==> config.mk <==
export PLATFORM = sky130hd
export DESIGN_NAME = keccak_digest_serializer_flat
export DESIGN_NICKNAME = d
export VERILOG_FILES = /design/src/rtl/keccak_pkg.sv /design/src/rtl/keccak_digest_serializer_if.sv /design/src/rtl/keccak_digest_serializer.sv /design/src/flat_wrapper.sv
export SDC_FILE = /design/constraint.sdc
export NUM_CORES = 1
export LEC_CHECK = 0
export CORE_MARGIN = 5
export CORE_UTILIZATION = 33
export DETAILED_ROUTE_END_ITERATION = 10
export GPL_TIMING_DRIVEN = 0
export PLACE_DENSITY = 0.58
export SYNTH_ARGS = -nofsm -noshare
export SYNTH_HDL_FRONTEND = slang
export SYNTH_SLANG_ARGS = --single-unit
==> constraint.sdc <==
create_clock -name clk -period 3 [get_ports clk]
set_input_delay 0.3 -clock clk [delete_from_list [all_inputs] [get_ports clk]]
set_output_delay 0.3 -clock clk [all_outputs]
set_load 0.1 [all_outputs]
==> src/rtl/keccak_pkg.sv <==
// Shared Keccak definitions: hash-length encodings, word counts, FSM states.
package keccak_pkg;

  localparam logic [1:0] SIZE_512 = 2'b00;
  localparam logic [1:0] SIZE_384 = 2'b01;
  localparam logic [1:0] SIZE_256 = 2'b10;
  localparam logic [1:0] SIZE_224 = 2'b11;

  localparam logic [4:0] WORDS_512 = 5'd16;
  localparam logic [4:0] WORDS_384 = 5'd12;
  localparam logic [4:0] WORDS_256 = 5'd8;
  localparam logic [4:0] WORDS_224 = 5'd7;

  typedef enum logic {
    IDLE,
    SEND
  } ser_state_e;

  // Number of 32-bit digest words for a given hash length.
  function automatic logic [4:0] size_to_words(input logic [1:0] sz);
    logic [4:0] n;
    n = WORDS_512;
    case (sz)
      SIZE_512: n = WORDS_512;
      SIZE_384: n = WORDS_384;
      SIZE_256: n = WORDS_256;
      SIZE_224: n = WORDS_224;
      default:  n = WORDS_512;
    endcase
    return n;
  endfunction

  // Sponge bitrate for a given hash length (used by the input padder).
  function automatic logic [10:0] size_to_rate(input logic [1:0] sz);
    logic [10:0] r;
    r = 11'd576;
    case (sz)
      SIZE_512: r = 11'd576;
      SIZE_384: r = 11'd832;
      SIZE_256: r = 11'd1088;
      SIZE_224: r = 11'd1152;
      default:  r = 11'd576;
    endcase
    return r;
  endfunction

endpackage

==> src/rtl/keccak_digest_serializer_if.sv <==
// Digest capture and word-stream signals between permutation core, serializer and user.
interface keccak_digest_serializer_if #(
  parameter int unsigned DIGEST_W = 512,
  parameter int unsigned WORD_W   = 32
);
  logic [DIGEST_W-1:0] f_out;
  logic                f_valid;
  logic                f_ack;
  logic [1:0]          out_size;
  logic                abort;
  logic [WORD_W-1:0]   out;
  logic                out_valid;
  logic                out_ready;
  logic                out_last;
  logic                busy;

  // Serializer view.
  modport slave (
    input  f_out, f_valid, out_size, abort, out_ready,
    output f_ack, out, out_valid, out_last, busy
  );

  // Permutation core / user view.
  modport master (
    output f_out, f_valid, out_size, abort, out_ready,
    input  f_ack, out, out_valid, out_last, busy
  );
endinterface

==> src/rtl/keccak_digest_serializer.sv <==
// Captures the final Keccak digest and streams it MSB-first as WORD_W-bit words.
module keccak_digest_serializer
  import keccak_pkg::*;
#(
  parameter int unsigned DIGEST_W = 512,
  parameter int unsigned WORD_W   = 32
) (
  input  logic clk,
  input  logic reset_n,
  keccak_digest_serializer_if.slave bus
);

  localparam int unsigned CNT_W = $clog2(DIGEST_W / WORD_W + 1);

  ser_state_e          state_q, state_d;
  logic [DIGEST_W-1:0] shift_q, shift_d;
  logic [CNT_W-1:0]    cnt_q, cnt_d;
  logic                ack_q, ack_d;
  logic                xfer;

  assign xfer = (state_q == SEND) && bus.out_ready;

  // State, shift register, word counter and ack pulse.
  always_ff @(posedge clk or negedge reset_n) begin
    if (!reset_n) begin
      state_q <= IDLE;
      shift_q <= '0;
      cnt_q   <= '0;
      ack_q   <= 1'b0;
    end else begin
      state_q <= state_d;
      shift_q <= shift_d;
      cnt_q   <= cnt_d;
      ack_q   <= ack_d;
    end
  end

  // Next-state: capture on f_valid, shift per transfer, abort flushes.
  // out_size is only consumed at capture; the loaded counter carries the
  // selected length for the rest of the digest.
  always_comb begin
    state_d = state_q;
    shift_d = shift_q;
    cnt_d   = cnt_q;
    ack_d   = 1'b0;
    if (bus.abort) begin
      state_d = IDLE;
      cnt_d   = '0;
    end else begin
      case (state_q)
        IDLE: begin
          if (bus.f_valid) begin
            state_d = SEND;
            shift_d = bus.f_out;
            cnt_d   = CNT_W'(size_to_words(bus.out_size));
            ack_d   = 1'b1;
          end
        end
        SEND: begin
          if (xfer) begin
            shift_d = shift_q << WORD_W;
            if (cnt_q != '0) begin
              cnt_d = cnt_q - CNT_W'(1);
            end
            if (cnt_q == CNT_W'(1)) begin
              state_d = IDLE;
            end
          end
        end
        default: state_d = IDLE;
      endcase
    end
  end

  assign bus.f_ack     = ack_q;
  assign bus.out       = shift_q[DIGEST_W-1 -: WORD_W];
  assign bus.out_valid = (state_q == SEND);
  assign bus.out_last  = (state_q == SEND) && (cnt_q == CNT_W'(1));
  assign bus.busy      = (state_q == SEND);

endmodule

==> src/flat_wrapper.sv <==
// flat-port wrapper written by rule: the top's interface ports become plain ports
module keccak_digest_serializer_flat import keccak_pkg::*;
#(
  parameter int unsigned DIGEST_W = 512,
  parameter int unsigned WORD_W   = 32
)
  (clk, reset_n, bus_f_out, bus_f_valid, bus_out_size, bus_abort, bus_out_ready, bus_f_ack, bus_out, bus_out_valid, bus_out_last, bus_busy);
  keccak_digest_serializer_if #(.DIGEST_W(DIGEST_W), .WORD_W(WORD_W)) bus_i ();
  input  logic clk;
  input  logic reset_n;
  input wire logic [$bits(bus_i.f_out)-1:0] bus_f_out;
  input wire logic [$bits(bus_i.f_valid)-1:0] bus_f_valid;
  input wire logic [$bits(bus_i.out_size)-1:0] bus_out_size;
  input wire logic [$bits(bus_i.abort)-1:0] bus_abort;
  input wire logic [$bits(bus_i.out_ready)-1:0] bus_out_ready;
  output wire logic [$bits(bus_i.f_ack)-1:0] bus_f_ack;
  output wire logic [$bits(bus_i.out)-1:0] bus_out;
  output wire logic [$bits(bus_i.out_valid)-1:0] bus_out_valid;
  output wire logic [$bits(bus_i.out_last)-1:0] bus_out_last;
  output wire logic [$bits(bus_i.busy)-1:0] bus_busy;
  assign bus_i.f_out = bus_f_out;
  assign bus_i.f_valid = bus_f_valid;
  assign bus_i.out_size = bus_out_size;
  assign bus_i.abort = bus_abort;
  assign bus_i.out_ready = bus_out_ready;
  assign bus_f_ack = bus_i.f_ack;
  assign bus_out = bus_i.out;
  assign bus_out_valid = bus_i.out_valid;
  assign bus_out_last = bus_i.out_last;
  assign bus_busy = bus_i.busy;
  keccak_digest_serializer #(.DIGEST_W(DIGEST_W), .WORD_W(WORD_W)) u_core (.clk(clk), .reset_n(reset_n), .bus(bus_i));
endmodule
==> impl_results.md <==
* Synth Area in Compound Gates at roughly a tenth
* Synthesized flop and latch total at just over 500
* P&R area growth vs syn at 37.1%
* Slew margin rel. at between 30% and 40%
* Final hold violations at 0
* Root Driver: clkbuf_16
* Number of I/O port buffers at approximately 550
* Final WL at a little under 90 mm
* Rows at 98
* Top cells by area, synth: dfrtp_1, mux2i_1, o21ai_1, nand2_1, clkbuf_1
* Die Y at 279 um
* Via count at between 15,000 and 20,000
* Status: finished, final reports clean
* Seq/Total Area, Yosys at a little over half
* Final Skew at between 0.01 and 0.015 ns
* Max FO, Critical Path at 28
* Drt wl/cell at about 22 um
* CP cell instances: buf_4, nand2b_4, a21o_1, clkbuf_1, clkbuf_1, o21ai_1
* WP data required at ~3.5 ns
* First-pass DRT Iterations at 5
* HPWL after DPL at a little under 70 mm
* Post-route DRC at 0
* Crit start category: register
* Multiplexer area fraction after synthesis at 20.2%
* Xor/xnor cell area share of the yosys netlist at 0%
* Top Ports at ~560
* Worst path slowest cell: clkbuf_1
* CTS tree: done
* DP Area at around 30,000 um^2
* Crit path capture type: register
* Final setup vio count at 0
* CTS Buffer Depth at 3
* Clk sinks at between 500 and 600
* Die Width at roughly 280 um
* Initial antenna violation count at 46
* Worst-Margin Slew at about 1.0 ns
* Post-synth cell types at 33
* Largest net degree at the start of global routing at around 120
* Post-CTS setup buffer count at 0
* Largest family of logic cells by synthesized area: multiplexers
* Pleak at between 10 and 15 nW
* Iteration-0 DRC Markers at 1,011
* Post-DR vias/cell at between 4 and 5
* Fillers at roughly 6,700
* Grt ovf at 0
* Total power at roughly 22 mW
* Synth Area in Adders at less than 1%
* H-tree levels at 2
* Max VDD drop at about 0.0005 V
* Max-cap violation count at 0
* Achievable Freq at between 0.3 and 0.4 GHz
* Most frequent cell on the critical path: clkbuf_1
* Layout cells sized above 1 at about 7%
* Largest stage delay, worst path at between 0.6 and 0.7 ns
* Bufs and invs on worst path at 3
* Most frequent cells in the layout: clkdlybuf4s50_1, nand2_1, dfrtp_1, mux2i_1, o21ai_1
* Total nets after synthesis at between 2,000 and 3,000
* Yosys top cell area share at between 50 and 60%
* Synth Area in Simple Gates at ~10%
* Die ar. at 77,600 um^2
* Initial core utilization at between 30% and 40%
* Max-slew violations at 0
* Post-layout instance area at approximately 33,000 um^2
* Core area at 71,500 um^2
* Min Clock Period, post-route at approximately 2.6 ns
* Mapped Avg Cell Area at around 10 um^2
* Antenna Violating Nets Remaining at 0
* DP Worst Slack at -0.569 ns
* Footprint of the multi-input gates at 9760 um^2
* Crit share post-route at between 80 and 90%
* NumNets Final at ~3,400
* Hold Crit Class: in -> reg
* Setup ws final at around 0.37 ns
* Yosys warns at 0
* Most common cell after layout, fill and taps aside: clkdlybuf4s50_1
* Synthesized area at around 24,000 um^2
* RSZ-0062 raised after global routing: false
* Worst-skew pair later-pin latency at 0.61 ns
* First-pass GRT wire length at 129 mm
* TritonCTS buffer count at between 50 and 60
* Worst path top cell family by delay: buffers and inverters
* Synth Instances at roughly 2,300
* Data arrival, critical path at 3.09 ns
* Vias in the first global route at 20,900
* FF+latch area at around 13,000 um^2
* Pwr dens at 675 nW/um^2
* Critical path class: reg -> reg
* GRT Resource Usage Total at a little over a fifth
* Clk pin slew, worst setup/hold paths at around 0.060 ns
* Global placement routability congestion at ~0.9
* Post-synth top area cell: dfrtp_1
-- worst paths after layout --
kind / startpoint / slack, ns / cells past startpoint / end
setup / recovery: u_core.bus.busy / 0.37 / 6 / u_core.shift_q[135]
max in group asynchronous: reset_n / 1.05 / 4 / u_core.shift_q[105]
setup reg to reg: u_core.bus.busy / 0.37 / 6 / u_core.shift_q[135]
min in group asynchronous: reset_n / 0.32 / 2 / u_core.shift_q[387]
hold reg to reg: u_core.shift_q[14] / 0.47 / 2 / u_core.shift_q[14]
hold / removal: bus_f_out[4] / 0.25 / 3 / u_core.shift_q[4]
-- what timing repair did --
| item | in CTS | in global routing |
|---|---|---|
| endpoints found under the hold margin | 82 | 0 |
| gates resized for setup | 3 | 0 |
| hold buffers | 1 | 0 |
| setup endpoints to repair | 1 | 0 |
-- logic make-up (layout without fill, tap and decap cells) --
group,after synthesis,count (layout)
flip-flops,519,519
buffers and inverters,210,874
adder cells (fa/ha/maj),4,4
AO/OA/AOI/OAI,496,496
multiplexers,480,480
other,0,28
AND/OR/NAND/NOR,594,594
-- cell usage after synthesis, drive strengths merged --
master / number
a311oi: 1
a22oi: 1
a211oi: 2
nor2b: 3
clkbuf: 91
buf: 113
nor3: 1
or2: 1
a221o: 1
or3: 1
inv: 6
mux2i: 480
ha: 4
a31o: 1
nand3: 1
a21oi: 3
nor4b: 1
a21o: 1
and3: 1
dfrtp: 519
o21ai: 483
nand2b: 1
nand3b: 32
nor2: 1
nand2: 549
a221oi: 1
nor4: 2
o211a: 1
o31ai: 1
-- report_power, final --
| part | internal [mW] | total (mW) | switching [mW] |
|---|---|---|---|
| Combinational | 2.22 | 5.20 | 2.98 |
| Sequential | 8.57 | 9.64 | 1.07 |
| Clock | 4.24 | 7.18 | 2.94 |
| Total | 15.0 | 22.0 | 6.99 |
-- layer usage --
layer	up-vias	wire length, um	global-route usage (%)
li1	9130	-	-
met1	9376	35600	26.3
met2	571	42500	37.3
met3	175	5890	5.94
met4	36	3010	7.70
met5	-	240	0
-- worst reg2reg max path, stage by stage, from the launching register on --
cell      delay [ns]
dfrtp_1         0.38
buf_4           0.43
nand2b_4        0.27
a21o_1          0.14
clkbuf_1        0.61
clkbuf_1        0.49
o21ai_1         0.15
-- cell type report --
type / instances / area share (%)
Multi-Input combinational cell: 1574 / 29.9
Timing Repair Buffer: 559 / 17.4
Antenna cell: 28 / 0.215
Inverter: 6 / 0.0690
Sequential cell: 519 / 39.8
Clock inverter: 20 / 0.633
Clock buffer: 87 / 5.21
Buffer: 202 / 3.15
Tap cell: 950 / 3.64
-- state kept, by name, summed over array words and instances (netlist names) --
name              cells
u_core.cnt_q          5
u_core.bus.f_ack      1
u_core.shift_q      512
u_core.bus.busy       1
-- through the flow --
step | hold WS [ns] | cells | TNS (ns) | util [%]
floorplan | 0.00441 | 2303 | 0 | -
global placement | 0.452 | 3807 | - | 42.7
detailed placement | 0.368 | 3811 | -0.569 | 42.9
CTS | 0.206 | 3917 | 0 | 45.6
global route | 0.243 | 3935 | 0 | 45.6
finish | 0.255 | 3945 | 0 | 45.7
Power figures use the tool's default switching activity.
